--- config.mk ---
export PLATFORM = sky130hd
export DESIGN_NAME = neureka_masked_pe_serializer
export DESIGN_NICKNAME = d
export VERILOG_FILES = /design/src/rtl/neureka_package.sv /design/src/rtl/neureka_lzc_onehot.sv /design/src/rtl/neureka_masked_pe_serializer.sv
export SDC_FILE = /design/constraint.sdc
export NUM_CORES = 1
export LEC_CHECK = 0
export BUFFER_PORTS_ARGS = -buffer_cell sky130_fd_sc_hd__buf_2
export CORE_AREA = 5 5 157 159
export CTS_CLUSTER_SIZE = 8
export DETAILED_ROUTE_END_ITERATION = 7
export DIE_AREA = 0 0 162 164
export SYNTH_ARGS = -nofsm -noshare
export SYNTH_HDL_FRONTEND = slang
export SYNTH_SLANG_ARGS = --single-unit
--- constraint.sdc ---
create_clock -name clk_i -period 2.3 [get_ports clk_i]
set_input_delay 0.115 -clock clk_i [delete_from_list [all_inputs] [get_ports clk_i]]
set_output_delay 0.115 -clock clk_i [all_outputs]
set_load 0.1 [all_outputs]
--- src/rtl/neureka_package.sv ---
// Shared types and defaults for the masked PE serializer: control/flag structs and FSM states.
// Struct field widths follow the default PE array geometry and memory bandwidth.
package neureka_package;

  localparam int unsigned NEUREKA_PE_H_DEFAULT  = 3;
  localparam int unsigned NEUREKA_PE_W_DEFAULT  = 3;
  localparam int unsigned NEUREKA_NR_PE         = NEUREKA_PE_H_DEFAULT * NEUREKA_PE_W_DEFAULT;
  localparam int unsigned NEUREKA_MEM_BANDWIDTH = 32;
  localparam int unsigned NEUREKA_BEAT_W        = 8;
  localparam int unsigned NEUREKA_PE_IDX_W      = (NEUREKA_NR_PE > 1) ? $clog2(NEUREKA_NR_PE) : 1;

  typedef struct packed {
    logic                        start;
    logic [NEUREKA_NR_PE-1:0]    pe_mask;
    logic [NEUREKA_BEAT_W-1:0]   nb_beats;
  } ctrl_pe_serializer_t;

  typedef struct packed {
    logic                        busy;
    logic [NEUREKA_PE_IDX_W-1:0] cur_pe;
    logic                        done;
  } flags_pe_serializer_t;

  typedef enum logic [1:0] {
    IDLE = 2'd0,
    RUN  = 2'd1,
    DONE = 2'd2
  } pe_ser_state_e;

  // A programmed beat count of zero means one beat per PE.
  function automatic logic [NEUREKA_BEAT_W-1:0] eff_beats(input logic [NEUREKA_BEAT_W-1:0] nb);
    return (nb == '0) ? NEUREKA_BEAT_W'(1) : nb;
  endfunction

endpackage

--- src/rtl/neureka_lzc_onehot.sv ---
// Index of the lowest set bit of a mask; combinational, no handshake.
// An all-zero mask yields index 0.
module neureka_lzc_onehot #(
  parameter  int unsigned N  = 9,
  localparam int unsigned IW = (N > 1) ? $clog2(N) : 1
) (
  input  logic [N-1:0]  mask,
  output logic [IW-1:0] idx
);

  always_comb begin
    idx = '0;
    for (int i = N - 1; i >= 0; i--) begin
      if (mask[i]) idx = IW'(i);
    end
  end

endmodule

--- src/rtl/neureka_masked_pe_serializer.sv ---
// Serializes enabled PE streams in ascending order, nb_beats each; zero latency mux, or +1 cycle with
// NEUREKA_SERIALIZER_OUTREG_EN (one-entry output register, full throughput); only the current PE sees ready.
module neureka_masked_pe_serializer
  import neureka_package::*;
#(
  parameter int unsigned NR_PE  = NEUREKA_NR_PE,
  parameter int unsigned DW     = NEUREKA_MEM_BANDWIDTH,
  parameter int unsigned BEAT_W = NEUREKA_BEAT_W
) (
  input  logic                  clk_i,
  input  logic                  rst_ni,
  input  logic                  clear_i,
  input  ctrl_pe_serializer_t   ctrl_i,
  output flags_pe_serializer_t  flags_o,
  input  logic [DW-1:0]         push_data_i  [NR_PE],
  input  logic [DW/8-1:0]       push_strb_i  [NR_PE],
  input  logic [NR_PE-1:0]      push_valid_i,
  output logic [NR_PE-1:0]      push_ready_o,
  output logic [DW-1:0]         pop_data_o,
  output logic [DW/8-1:0]       pop_strb_o,
  output logic                  pop_valid_o,
  input  logic                  pop_ready_i,
  output logic                  last_o
);

  localparam int unsigned IW = NEUREKA_PE_IDX_W;

  pe_ser_state_e      state;
  logic [NR_PE-1:0]   mask_q, mask_rest, lzc_in;
  logic [BEAT_W-1:0]  nb_q, beat_cnt;
  logic [IW-1:0]      cur_pe, lzc_idx;
  logic               run_act, src_vld, src_rdy, in_hs, pe_last, job_last, out_last_hs;
  logic [DW-1:0]      src_data;
  logic [DW/8-1:0]    src_strb;

  assign mask_rest = mask_q & ~(NR_PE'(1) << cur_pe);
  // One finder serves both the start scan and the advance to the next enabled PE.
  assign lzc_in    = (state == IDLE) ? ctrl_i.pe_mask : mask_rest;

  neureka_lzc_onehot #(.N(NR_PE)) i_lzc (
    .mask (lzc_in),
    .idx  (lzc_idx)
  );

  // mask_q empties once every beat is accepted, which also idles the input side while a
  // registered output drains.
  assign run_act  = (state == RUN) && !clear_i && (mask_q != '0);
  assign src_vld  = run_act && push_valid_i[cur_pe];
  assign src_data = push_data_i[cur_pe];
  assign src_strb = push_strb_i[cur_pe];
  assign in_hs    = src_vld && src_rdy;
  assign pe_last  = (beat_cnt == nb_q - BEAT_W'(1));
  assign job_last = pe_last && (mask_rest == '0);

  always_comb begin
    push_ready_o         = '0;
    push_ready_o[cur_pe] = run_act && src_rdy;
  end

`ifdef NEUREKA_SERIALIZER_OUTREG_EN
  logic            reg_full, reg_last;
  logic [DW-1:0]   reg_data;
  logic [DW/8-1:0] reg_strb;

  assign src_rdy     = !reg_full || pop_ready_i;
  assign pop_valid_o = reg_full && !clear_i;
  assign pop_data_o  = reg_data;
  assign pop_strb_o  = reg_strb;
  assign last_o      = reg_full && reg_last;
  assign out_last_hs = pop_valid_o && pop_ready_i && reg_last;

  always_ff @(posedge clk_i or negedge rst_ni) begin
    if (!rst_ni) begin
      reg_full <= 1'b0;
      reg_last <= 1'b0;
      reg_data <= '0;
      reg_strb <= '0;
    end else if (clear_i) begin
      reg_full <= 1'b0;
      reg_last <= 1'b0;
    end else if (in_hs) begin
      reg_full <= 1'b1;
      reg_last <= job_last;
      reg_data <= src_data;
      reg_strb <= src_strb;
    end else if (pop_ready_i) begin
      reg_full <= 1'b0;
    end
  end
`else
  assign src_rdy     = pop_ready_i;
  assign pop_valid_o = src_vld;
  assign pop_data_o  = src_data;
  assign pop_strb_o  = src_strb;
  assign last_o      = src_vld && job_last;
  assign out_last_hs = in_hs && job_last;
`endif

  always_ff @(posedge clk_i or negedge rst_ni) begin
    if (!rst_ni) begin
      state    <= IDLE;
      mask_q   <= '0;
      nb_q     <= BEAT_W'(1);
      beat_cnt <= '0;
      cur_pe   <= '0;
    end else if (clear_i) begin
      state    <= IDLE;
      mask_q   <= '0;
      beat_cnt <= '0;
      cur_pe   <= '0;
    end else begin
      case (state)
        IDLE: begin
          if (ctrl_i.start) begin
            if (ctrl_i.pe_mask != '0) begin
              state    <= RUN;
              mask_q   <= ctrl_i.pe_mask;
              nb_q     <= eff_beats(ctrl_i.nb_beats);
              cur_pe   <= lzc_idx;
              beat_cnt <= '0;
            end else begin
              state <= DONE;
            end
          end
        end
        RUN: begin
          if (in_hs) begin
            if (pe_last) begin
              beat_cnt <= '0;
              mask_q   <= mask_rest;
              cur_pe   <= lzc_idx;
            end else begin
              beat_cnt <= beat_cnt + BEAT_W'(1);
            end
          end
          if (out_last_hs) state <= DONE;
        end
        DONE:    state <= IDLE;
        default: state <= IDLE;
      endcase
    end
  end

  assign flags_o.busy   = (state == RUN);
  assign flags_o.done   = (state == DONE);
  assign flags_o.cur_pe = cur_pe;

endmodule

==> results.sh <==
export IMPL_status="finished, violations left"
export IMPL_violations="setup timing"
export IMPL_seqCellArea_um2=792.0
export IMPL_cap_viol_max_count=0
export IMPL_criticalPathCategory="reg2out"
export IMPL_ys_seq_area_frac=0.1626
export IMPL_grt_pass1_wl_um=42220
export IMPL_drt_vias_per_instance=5.242
export IMPL_die_height_um=164
export IMPL_synth_flop_cell="dfrtp_1"
export IMPL_slowest_delay_ns=0.58
export IMPL_worstPathArrival_ns=2.61
export IMPL_grt_pass1_vias=6594
export IMPL_ys_warn_count=0
export IMPL_rsz0062_at_grt="yes"
export IMPL_fmax_mhz=366.4
export IMPL_worst_ep_required_time_ns=2.18
export IMPL_syn_avg_cell_area_um2=9.483
export IMPL_numCtsBuffers=5
export IMPL_tritoncts="yes"
export IMPL_drc=0
export IMPL_drt_iter0_drc=496
export IMPL_ys_top_cells_by_area="mux4_2 (34%), dfrtp_1 (16%), a22oi_1 (5.7%)"
export IMPL_initial_utilization=0.2067
export IMPL_r2r_end="state[0]"
export IMPL_drive_above_1_share=0.7393
export IMPL_insertion_delay_ns=0.28
export IMPL_slew_viol_final=0
export IMPL_yosys_area_top_type_share=0.3393
export IMPL_critPathMaxFanout=4
export IMPL_row_count=56
export IMPL_fin_crit_sh=1.187
export IMPL_cts_num_sinks=31
export IMPL_finClkSkew_ns=0.003310
export IMPL_peakVddDrop_uv=444.1
export IMPL_clk_pin_slew_ns=0.05
export IMPL_io_buffers=407
export IMPL_slowest_stage="or4_4"
export IMPL_fin_nets=1315
export IMPL_synth_nets=861
export IMPL_power_density_nw_per_um2=698.1
export IMPL_yosysUniqueCellTypes=70
export IMPL_core_area_um2=23120
export IMPL_dr_pass1_iters=5
export IMPL_hpwl_um=24950
export IMPL_period_needed_ns=2.730
export IMPL_ys_ff_latch=31
export IMPL_synthCells=504
export IMPL_filler_cell_count=2227
export IMPL_r2r_cells=8
export IMPL_gp_congestion=0.9482
export IMPL_ant_nets=0
export IMPL_grt_max_degree=37
export IMPL_worstHoldEndpoint="nb_q[4]"
export IMPL_hold_viol_final=0
export IMPL_timing_final_ws_setup_ns=-0.4295
export IMPL_min_delay_start="ctrl_i[4]"
export IMPL_yosysTopAreaCell="mux4_2"
export IMPL_hold_path_class="in2reg"
export IMPL_antenna_found_initial=14
export IMPL_worst_pin_slew_ns=0.7002
export IMPL_vias=6600
export IMPL_holdWs_ns=0.08656
export IMPL_path_cells="or4_4 > and4bb_1 > nor3b_4 > a211o_1 > nor4b_4 > buf_4 > buf_12"
export IMPL_cts_max_level=2
export IMPL_drt_total_wl_um=29920
export IMPL_multi_input_area_um2=4602
export IMPL_grt_overflow=0
export IMPL_crit_reg2reg_launch="nb_q[1]"
export IMPL_end_kind="primary output"
export IMPL_worstHoldPathCells=2
export IMPL_wl_per_cell_um=23.76
export IMPL_setup_viol=24
export IMPL_fin_area_um2=9717
export IMPL_syn_to_final_growth_pct=103.3
export IMPL_reg2reg_setup_slack_ns=-0.20
export IMPL_finalPower_mw=6.783
export IMPL_async_flop_share=1.000
export IMPL_syn_cell_area_um2=4780
export IMPL_place_area_um2=8871
export IMPL_clockRootBuffer="clkbuf_16"
export IMPL_grt_total_usage=0.2096
export IMPL_cts_buffer_depth=2
export IMPL_cp_start_kind="register"
export IMPL_boundaryPins=408
export IMPL_slew_headroom=0.5332
export IMPL_synth_edff_count=0
export IMPL_die_w_um=162
export IMPL_p_leak_nw=4.164
export IMPL_dieArea_um2=26570
==> power breakdown <==
part | switching (mW) | internal (mW) | total [mW] | leakage (nW)
Clock | 0.236 | 0.538 | 0.774 | 0.0869
Sequential | 0.0963 | 0.620 | 0.716 | 0.397
Combinational | 3.03 | 2.27 | 5.29 | 3.68
==> repair_timing <==
action / 4_1_cts / 5_1_grt
gates resized for setup: 44 / 25
gates cloned: 4 / 2
hold buffers: 1 / 0
pin swaps: 22 / 35
endpoints found under the hold margin: 30 / 0
endpoints found under the setup margin: 60 / 57
setup buffers: 26 / 5
==> cell usage after synthesis (4+ instances only) <==
library cell,number
o221ai_1,4
dfrtp_1,30
nand2b_1,9
o21ai_0,53
buf_1,12
nor2b_1,4
mux2i_1,4
nand4_1,4
buf_2,10
a31oi_1,5
nor2_1,30
a21oi_1,17
o31ai_1,4
nor3_1,21
a22oi_1,36
mux4_2,72
xnor2_1,4
nand3_1,9
a22o_1,9
or2_2,4
mux2_2,9
o22ai_1,4
nand2_1,52
clkbuf_1,25
inv_1,9
==> kinds of logic after synthesis <==
| family | Yosys count | synth area share |
|---|---|---|
| XOR/XNOR | 7 | 0.01283 |
| buffers and inverters | 59 | 0.05078 |
| multiplexers | 86 | 0.3720 |
| AO/OA/AOI/OAI | 162 | 0.2272 |
| adder cells (fa/ha/maj) | 2 | 0.005235 |
| AND/OR/NAND/NOR | 157 | 0.1694 |
| flip-flops | 31 | 0.1626 |
==> metrics by stage <==
| step | TNS, ns | instances | setup WS [ns] | utilization |
|---|---|---|---|---|
| after floorplan | -5.610 | 504 | -0.9291 | - |
| after global routing | -6.469 | 1257 | -0.5084 | 0.4200 |
| final | -3.490 | 1259 | -0.4295 | 0.4202 |
| after global placement | -2.123 | 1210 | -0.2538 | 0.3837 |
| after detailed placement | -3.745 | 1210 | -0.3123 | 0.3837 |
| after CTS | -3.650 | 1247 | -0.4840 | 0.4135 |
==> sequential cells by signal, indices dropped and copies added (netlist names) <==
register and flops:
beat_cnt 8, cur_pe 4, mask_q 9, state 2, nb_q 8
==> worst max-delay path, delay by kind of cell (launching register included) <==
kind	cells	cell delay, ns
compound gates	1	0.36
buf+inv	2	0.34
simple gates	4	1.24
flops	1	0.40
==> worst max-delay path by stage <==
| stage | start | end | slack [ns] | cells after the start |
|---|---|---|---|---|
| after floorplan | nb_q[0] | state[0] | -0.93 | 8 |
| after global placement | nb_q[1] | last_o | -0.25 | 9 |
| after detailed placement | nb_q[1] | last_o | -0.31 | 9 |
| after CTS | nb_q[1] | last_o | -0.48 | 9 |
| after global routing | nb_q[1] | last_o | -0.51 | 9 |
| final | nb_q[1] | last_o | -0.43 | 7 |
==> area by class of cell <==
class,instances,area share
flip-flops and latches,31,0.08151
well taps,290,0.03734
inverters,10,0.004636
clock buffers,6,0.01429
diodes,10,0.002575
clock inverters,2,0.003605
multi-input cells,414,0.4736
repair buffers,496,0.3824
==> per-layer routing <==
| metal | up-vias | share of wire | global-route usage |
|---|---|---|---|
| met5 | - | 0.0011 | 0 |
| met4 | 6 | 0.024 | 0.05805 |
| met3 | 47 | 0.078 | 0.04793 |
| met2 | 315 | 0.50 | 0.3541 |
| met1 | 3277 | 0.40 | 0.2705 |
| li1 | 2955 | - | - |
==> cells in the final DEF (no fill, tap or decap), types with 5 or more instances in the layout <==
cell type / instances
nor2_2: 5
o21ai_0: 13
dfrtp_1: 26
nor3_1: 16
mux4_2: 72
a21oi_1: 17
nand3_1: 7
diode_2: 10
nor3_4: 5
buf_12: 57
buf_6: 13
o21ai_4: 36
a22o_1: 9
mux2_2: 7
buf_2: 359
a22oi_2: 36
clkbuf_16: 7
inv_1: 7
nand2b_1: 9
nand2_1: 51
buf_4: 56
nor2_1: 25
Power figures use the tool's default switching activity.
